<file path="src/rtl/pipe_pkg.sv">
// Shared types and encodings for the forwarding / hazard scoreboard.
package pipe_pkg;

  // Widest register specifier a scoreboard entry can carry.
  // Narrower specifiers are zero-extended into it.
  localparam int unsigned SB_REG_W = 8;

  // Bypass select encoding: 0 reads the register file, k reads stage k.
  localparam int unsigned FWD_RF = 0;

  localparam logic [SB_REG_W-1:0] REG_ZERO = '0;

  typedef struct packed {
    logic                valid;
    logic [SB_REG_W-1:0] rs;
    logic [SB_REG_W-1:0] rt;
    logic                uses_rs;
    logic                uses_rt;
    logic [SB_REG_W-1:0] rd;
    logic                wr;
    logic                ld;
    logic                st;
  } sb_entry_t;

  // Select value for producer stage k.
  function automatic int unsigned FWD_STAGE(input int unsigned k);
    return k;
  endfunction

  // A live, register-writing entry whose non-zero destination equals s.
  function automatic logic prod_match(input sb_entry_t p, input logic [SB_REG_W-1:0] s);
    return p.valid && p.wr && (p.rd != REG_ZERO) && (p.rd == s);
  endfunction

endpackage

</file>
<file path="src/rtl/sat_counter.sv">
// Up-counter that sticks at all-ones instead of wrapping.
module sat_counter #(
  parameter int unsigned W = 16
) (
  input  logic         clk,
  input  logic         rst,
  input  logic         inc,
  output logic [W-1:0] count
);

  logic [W-1:0] count_q;
  logic [W-1:0] count_d;

  // Next count: increment only while below the saturation value.
  always_comb begin
    count_d = count_q;
    if (inc && (count_q != {W{1'b1}})) begin
      count_d = count_q + W'(1);
    end
  end

  // Count register with synchronous reset.
  always_ff @(posedge clk) begin
    if (rst) begin
      count_q <= '0;
    end else begin
      count_q <= count_d;
    end
  end

  assign count = count_q;

endmodule

</file>
<file path="src/rtl/fwd_hazard_unit.sv">
// Scoreboard-driven bypass select, stall and bubble generation beside ID.
module fwd_hazard_unit
  import pipe_pkg::*;
#(
  parameter  int unsigned REG_ADDR_W    = 4,
  parameter  int unsigned BYPASS_STAGES = 2,
  parameter  int unsigned CNT_W         = 16,
  localparam int unsigned SEL_W         = $clog2(BYPASS_STAGES + 1)
) (
  input  logic                  clk,
  input  logic                  rst,
  input  logic                  id_valid,
  input  logic [REG_ADDR_W-1:0] id_rs,
  input  logic [REG_ADDR_W-1:0] id_rt,
  input  logic                  id_uses_rs,
  input  logic                  id_uses_rt,
  input  logic [REG_ADDR_W-1:0] id_rd,
  input  logic                  id_write_reg,
  input  logic                  id_is_load,
  input  logic                  id_is_store,
  input  logic                  id_is_branch,
  input  logic                  flush,
  input  logic                  hold,
  output logic [SEL_W-1:0]      fwd_a,
  output logic [SEL_W-1:0]      fwd_b,
  output logic                  fwd_mem,
  output logic                  fwd_branch,
  output logic                  stall_id,
  output logic                  bubble_ex,
  output logic [CNT_W-1:0]      lu_stall_cnt,
  output logic [CNT_W-1:0]      br_stall_cnt
);

  // slot 0 is EX, slots 1..BYPASS_STAGES are the forwarding producers
  sb_entry_t slot_q [BYPASS_STAGES+1];
  sb_entry_t slot_d [BYPASS_STAGES+1];

  sb_entry_t           id_entry;
  logic [SB_REG_W-1:0] id_rs_x;
  logic [SB_REG_W-1:0] id_rt_x;
  logic                lu_hazard;
  logic                br_hazard;
  logic                br_young_hit;
  logic                br_last_hit;
  logic                lu_inc;
  logic                br_inc;

  // Decode-time fields packed into a scoreboard entry; a flush kills it.
  always_comb begin
    id_rs_x          = SB_REG_W'(id_rs);
    id_rt_x          = SB_REG_W'(id_rt);
    id_entry         = '0;
    id_entry.valid   = id_valid & ~flush;
    id_entry.rs      = id_rs_x;
    id_entry.rt      = id_rt_x;
    id_entry.uses_rs = id_uses_rs;
    id_entry.uses_rt = id_uses_rt;
    id_entry.rd      = SB_REG_W'(id_rd);
    id_entry.wr      = id_write_reg;
    id_entry.ld      = id_is_load;
    id_entry.st      = id_is_store;
  end

  // EX operand bypass: scan oldest to youngest so the youngest producer wins.
  always_comb begin
    fwd_a = SEL_W'(FWD_RF);
    fwd_b = SEL_W'(FWD_RF);
    for (int k = int'(BYPASS_STAGES); k >= 1; k--) begin
      if (slot_q[0].uses_rs && prod_match(slot_q[k], slot_q[0].rs)) begin
        fwd_a = SEL_W'(FWD_STAGE(unsigned'(k)));
      end
      if (slot_q[0].uses_rt && prod_match(slot_q[k], slot_q[0].rt)) begin
        fwd_b = SEL_W'(FWD_STAGE(unsigned'(k)));
      end
    end
  end

  // Store data in MEM picked up from the oldest stage's writeback value.
  always_comb begin
    fwd_mem = slot_q[1].st && prod_match(slot_q[BYPASS_STAGES], slot_q[1].rt);
  end

  // Load-use: a store's data operand is bypassed in MEM, so it alone never stalls.
  always_comb begin
    lu_hazard = 1'b0;
    if (slot_q[0].valid && slot_q[0].ld && slot_q[0].wr && (slot_q[0].rd != REG_ZERO)) begin
      lu_hazard = (id_uses_rs && (slot_q[0].rd == id_rs_x)) ||
                  (id_uses_rt && (slot_q[0].rd == id_rt_x) && !id_is_store);
    end
  end

  // Branch resolved in ID: stall until the producer reaches the last stage.
  always_comb begin
    br_young_hit = 1'b0;
    for (int k = 0; k < int'(BYPASS_STAGES); k++) begin
      if (prod_match(slot_q[k], id_rs_x)) begin
        br_young_hit = 1'b1;
      end
    end
    br_last_hit = prod_match(slot_q[BYPASS_STAGES], id_rs_x);
    br_hazard   = id_is_branch && id_valid && br_young_hit;
    fwd_branch  = id_is_branch && !br_young_hit && br_last_hit;
  end

  // Stall/bubble and counter increments; a frozen pipeline neither stalls nor counts.
  always_comb begin
    stall_id  = (lu_hazard || br_hazard) && id_valid && !hold;
    bubble_ex = stall_id;
    lu_inc    = lu_hazard && id_valid && !hold;
    br_inc    = br_hazard && !lu_hazard && id_valid && !hold;
  end

  // Scoreboard advance: shift producers, load EX from ID or a bubble.
  always_comb begin
    slot_d = slot_q;
    if (!hold) begin
      for (int i = int'(BYPASS_STAGES); i >= 1; i--) begin
        slot_d[i] = slot_q[i-1];
      end
      slot_d[0] = stall_id ? sb_entry_t'('0) : id_entry;
    end
  end

  // Scoreboard register with synchronous reset to all-invalid.
  always_ff @(posedge clk) begin
    if (rst) begin
      for (int i = 0; i <= int'(BYPASS_STAGES); i++) begin
        slot_q[i] <= '0;
      end
    end else begin
      slot_q <= slot_d;
    end
  end

  sat_counter #(.W(CNT_W)) u_lu_cnt (
    .clk   (clk),
    .rst   (rst),
    .inc   (lu_inc),
    .count (lu_stall_cnt)
  );

  sat_counter #(.W(CNT_W)) u_br_cnt (
    .clk   (clk),
    .rst   (rst),
    .inc   (br_inc),
    .count (br_stall_cnt)
  );

endmodule

</file>
<file path="config.mk">
export PLATFORM = sky130hd
export DESIGN_NAME = fwd_hazard_unit
export DESIGN_NICKNAME = d
export VERILOG_FILES = /design/src/rtl/pipe_pkg.sv /design/src/rtl/sat_counter.sv /design/src/rtl/fwd_hazard_unit.sv
export SDC_FILE = /design/constraint.sdc
export NUM_CORES = 1
export LEC_CHECK = 0
export CAP_MARGIN = 40
export CORE_ASPECT_RATIO = 1.5
export CORE_MARGIN = 5
export CORE_UTILIZATION = 40
export CTS_CLUSTER_SIZE = 28
export DETAILED_ROUTE_END_ITERATION = 10
export PLACE_DENSITY = 0.66
export SYNTH_ARGS = -nofsm -noshare
export SYNTH_HDL_FRONTEND = slang
export SYNTH_HIERARCHICAL = 1
export SYNTH_SLANG_ARGS = --single-unit
export TNS_END_PERCENT = 1
</file>
<file path="constraint.sdc">
create_clock -name clk -period 3.7 [get_ports clk]
set_input_delay 0.74 -clock clk [delete_from_list [all_inputs] [get_ports clk]]
set_output_delay 0.74 -clock clk [all_outputs]
set_load 0.005 [all_outputs]
</file>
# [Yosys cells after proc, flatten, opt, wreduce, memory -nomap -nowiden]
# Cells that the tools add are included.
[word_totals] register_bits=91 out_inout_bits=40 elab_cells=89
[op_classes] addsub=2 eq_ne=11 muxes=8 bitwise=2 reduce_logical=47
[op_table] operator="$eq 8x8->1" n=5
[op_table] operator="$logic_and 1x1->1" n=38
[op_table] operator="$add 16x1->16 const B" n=2
[op_table] operator="$eq 8x4->1" n=4
[op_table] operator="$ne 16x16->1 const B" n=2
[op_table] operator="$mux 30" n=1
[op_table] operator="$reduce_bool 8->1" n=3
[op_table] operator="$mux 2" n=4
[op_table] operator="$logic_not 1->1" n=4
[op_table] operator="$mux 1" n=3
[op_table] operator="$logic_or 1x1->1" n=2
[op_table] operator="$and 1x1->1" n=1
[op_table] operator="$not 1->1" n=1

# [Depth between registers and ports, before layout]
[depth] depth_word=10 ltp_mapped=10

# [Hierarchy]
# The synthesis kept the hierarchy.
[modules_own_cells] module="fwd_hazard_unit" n_inst=1 cells_each=207 area_each_um2=1968.1 seq_area_each_um2=700.7
[modules_own_cells] module="sat_counter" n_inst=2 cells_each=99 area_each_um2=848.3 seq_area_each_um2=320.3

# [Least setup slack after synthesis]
# No wires, ideal clock.
[synth_timing] path_type="input-to-output" from="input id_rs[0]" to="output stall_id" arrival_ns=2.138 required_ns=2.960 path_slack_ns=0.822 cell_stages=7 path_buffers=2 path_cell_list="clkbuf_1 -> xnor2_1 -> nand4_4 -> o32ai_1 -> nor2_1 -> nor2_1 -> buf_4"
[synth_between] elab_chain_len=8
[synth_lines] element="start: declaration" line_no="fwd_hazard_unit.sv:13" rtl="input logic [REG_ADDR_W-1:0] id_rs,"
[synth_lines] element="$eq 8x4->1" line_no="pipe_pkg.sv:32, fwd_hazard_unit.sv:87"
[synth_lines] element="$logic_and 1x1->1" line_no="pipe_pkg.sv:32" rtl="return p.valid && p.wr && (p.rd != REG_ZERO) && (p.rd == s);"
[synth_lines] element="$mux 1 (2 in series)" line_no="fwd_hazard_unit.sv:96" rtl="if (prod_match(slot_q[k], id_rs_x)) begin"
[synth_lines] element="$logic_and 1x1->1" line_no="fwd_hazard_unit.sv:101" rtl="br_hazard = id_is_branch && id_valid && br_young_hit;"
[synth_lines] element="$logic_or 1x1->1 *" line_no="fwd_hazard_unit.sv:107" rtl="stall_id = (lu_hazard || br_hazard) && id_valid && !hold;"
[synth_lines] element="$logic_and 1x1->1 * (2 in series)" line_no="fwd_hazard_unit.sv:107"
[synth_lines] element="end: declaration" line_no="fwd_hazard_unit.sv:28" rtl="output logic stall_id,"
# Mark *: on every way between the ends. The rest lies on a longest branch, timed or not.

# [Final worst setup path]
[layout_timing] from="input id_rs[2]" to="output fwd_branch"
[layout_between] elab_chain_len=7
[layout_lines] element="$eq 8x4->1" line_no="pipe_pkg.sv:32"
[layout_lines] element="$logic_and 1x1->1" line_no="pipe_pkg.sv:32"
[layout_lines] element="$mux 1 (2 in series)" line_no="fwd_hazard_unit.sv:96"
[layout_lines] element="$logic_not 1->1" line_no="fwd_hazard_unit.sv:102" rtl="fwd_branch = id_is_branch && !br_young_hit && br_last_hit;"
[layout_lines] element="$logic_and 1x1->1" line_no="fwd_hazard_unit.sv:102"
[layout_lines] element="$logic_and 1x1->1 *" line_no="fwd_hazard_unit.sv:102"
[layout_lines] element="end: declaration" line_no="fwd_hazard_unit.sv:27" rtl="output logic fwd_branch,"
# Marked as above.

==> flow_summary.yaml <==
sta:
  fin_crit_ns: 3.61
  slew_headroom_pct: 45.3
  tns_ns: 0
  rsz0062_at_grt: "no"
  fin_skew_ns: 0.00613
  tightest_slew_ns: 0.814
  drv_slew: 0
  period_share_pct: 97.6
  hold_violations: 0
  whs_ns: 0.496
  setup_ws_ns: 0.0903
  clock.fmax_ghz: 0.277
  finalSetupViolations: 0
synthesis:
  synth_nets: 430
  synth_top_area_share_pct: 36.6
  synth.avg_cell_area_um2: 9.05
  yosys.area.top_type: "dfxtp_1"
  synth_compound_area_share_pct: 16.8
  async_reset_ff_share_pct: 0
  ys_seq_elements: 67
  synthTopCellsByArea: "dfxtp_1 37%, mux2i_1 5.2%, xnor2_1 5.0%"
  synthMuxAreaShare_pct: 5.80
  ys_seq_area_share_pct: 36.6
  synth-edff-count: 0
  synth_cell_types: 45
  synth_ff_type: "dfxtp_1"
  synth_adder_area_share_pct: 0.683
  synthSimpleGateAreaFrac_pct: 25.9
  yosys_warnings: 6
  synthCells: 405
  synth_top_family_by_area: "simple AND/OR/NAND/NOR gates"
  synth_area_mm2: 0.00366
  synth_xor_area_share_pct: 9.80
cells_and_area:
  most-common-layout-cells: "67 x dfxtp_1, 61 x clkdlybuf4s50_1, 33 x nor2_1"
  fillers: 801
  diodes: 0
  regArea_mm2: 0.00134
  drive_gt1_share_pct: 12.3
  mostFrequentLayoutCell: "dfxtp_1"
  areaGrowthSynthToFinish_pct: 30.6
  multi_input_area_mm2: 0.00218
  layout.nets: 492
  fin_area_mm2: 0.00479
placement:
  post-place-ws_ns: 0.0198
  io_buffer_count: 62
  globalplace.congestion: 0.851
  placed_area_mm2: 0.00443
  hpwl_mm: 6.91
critical_path:
  cp.depth: 5
  crit_slowest_cell: "clkdlybuf4s50_1"
  worst_ep_arrival_time_ns: 2.87
  crit_fanout: 3
  crit_chain: "clkdlybuf4s50_1 > xor2_1 > or4_1 > nor4_1 > clkdlybuf4s50_1"
  reg2reg_slack_ns: 1.05
  worstSetupStartpoint: "id_rs[2]"
  critPathMaxStageDelay_ns: 0.57
  crit_end: "fwd_branch"
  crit_type: "input pin to output port"
  rr_worst_depth: 9
  reg2reg_to: "u_br_cnt/count[11]"
  cpLargestDelayFamily: "buffers and inverters"
  worst-path-buf-inv: 2
  endpoint_kind: "output port"
  cpMostUsedCell: "clkdlybuf4s50_1"
  reg2reg_from: "slot_q[63]"
  cp-start-kind: "input pin"
  crit_required_ns: 2.96
power:
  leakagePower_nw: 1.87
  ir_drop_uv: 251
  finalPower_w: 0.00192
  power_frac_clock_pct: 51.1
  seqPwrFrac_pct: 40.5
  p_sw_w: 0.000410
  switching_share_pct: 21.4
  pwr-share-comb_pct: 8.4
  powerDensity_mw_per_mm2: 400
  internal-power_w: 0.00151
grt:
  grt_pass1_vias: 3211
  antenna_found_initial: 0
  grt_remaining_overflow: 0
  grt_max_degree: 35
  grt_pass1_wl_mm: 15.6
  grt_usage_pct: 17.6
die:
  die_area_mm2: 0.0112
  fp.dieH_um: 127
  die_w_um: 88.2
  rows: 42
  num_io_pins: 63
  start_util_pct: 41.3
  coreArea_mm2: 0.00888
drt:
  wl_mm: 9.48
  drtIter0Drc: 206
  routedWlPerCell_um: 16.3
  dr.pass1.iters: 4
  via_per_inst: 5.70
  ant_nets: 0
  drc: 0
  vias: 3316
hold_path:
  hold_class: "flip-flop to flip-flop"
outcome:
  status: "complete, no violations"
clock_tree:
  cts_setup_buffers: 0
  worstSkewPairLatency_ns: 0.33
  htree_levels: 3
  tritoncts: "yes"
  cts_made_buffers: 9
  clockRootBuffer: "clkbuf_16"
  cts_resized: 0
  cts_sinks: 67
  clock_path_buffers: 2
  path_clk_slew_ns: 0.06
  cts_hold_buffers: 0
flow_run:
  max_cap_violations: 0
## final cells by class
cell class / instances / area share [%]
clock buffer: 11 / 5.07
clock inverter: 5 / 2.09
inverter: 7 / 0.549
multi-input combinational: 301 / 45.5
sequential: 67 / 28.0
tap: 110 / 2.88
timing repair buffer: 81 / 15.9
## layer usage
metal	routed length [um]	track usage (%)	share of wire (%)	vias to the layer above
li1	-	-	-	1629
met3	476	3.93	5.0	18
met2	4780	29.2	50	105
met5	0	0	0	-
met1	4020	21.4	42	1564
met4	204	7.83	2.2	0
## power groups by stage
stage	logic (W)	registers (W)	clock network (W)
finish	0.000160	0.000776	0.000979
global route	0.000175	0.000779	0.00104
CTS	0.000161	0.000776	0.000999
detailed placement	0.000160	0.000791	0
global placement	0.000156	0.000790	0
floorplan	0.000113	0.000777	0
## state kept, by name (all words and copies together) (netlist names)
register,flops
u_br_cnt/count,16
slot_q,35
u_lu_cnt/count,16
## Yosys cell counts (2+ instances only)
master / instances
inv_1: 7
mux2i_1: 19
and3_1: 5
o31ai_1: 12
nand2_2: 2
clkbuf_1: 18
nand4_4: 3
nor2b_1: 5
buf_6: 2
mux2_2: 2
and4_1: 6
nand2_1: 14
o311ai_0: 2
a21o_1: 10
xnor2_1: 21
or3_1: 6
nor4_4: 3
o21ai_0: 8
nand3b_1: 3
a22o_1: 18
dfxtp_1: 67
o21a_1: 2
o41ai_1: 2
nand2b_1: 2
nand3_1: 18
buf_1: 5
nor4_1: 10
nor4bb_1: 2
o32ai_1: 2
or4_1: 17
a21o_2: 7
nand4_1: 8
a21oi_1: 20
buf_2: 4
nor3_1: 10
ha_1: 2
xor2_1: 20
nor2_1: 34
## logic make-up after synthesis
family / after synthesis
xor gates and xnor gates: 41
AOI/OAI and AO/OA: 85
muxes: 21
DFF: 67
buffers and inverters: 37
and+or+nand+nor: 152
adders and majority gates: 2
## worst reg2reg max path: cells and delay by family, from the launching register on
family / cells / cell delay [ns]
and+or+nand+nor: 4 / 0.97
DFF: 1 / 0.38
muxes: 1 / 0.37
buffers and inverters: 2 / 0.35
xor gates and xnor gates: 1 / 0.34
AOI/OAI and AO/OA: 1 / 0.14
## metrics by stage
stage                     utilization [%]  instances
after global placement               49.8        565
after detailed placement             49.9        566
after global routing                 53.9        582
after floorplan                         -        405
final                                53.9        582
after CTS                            53.8        582
## worst min-delay path by stage
stage               startpoint  cells after the start    endpoint
floorplan           slot_q[30]                      2  slot_q[30]
global placement    slot_q[30]                      2  slot_q[30]
detailed placement  slot_q[30]                      2  slot_q[30]
CTS                 slot_q[30]                      2  slot_q[30]
global route        slot_q[43]                      2  slot_q[43]
finish              slot_q[30]                      2  slot_q[30]
No activity file was read; power rests on OpenSTA's default activity.
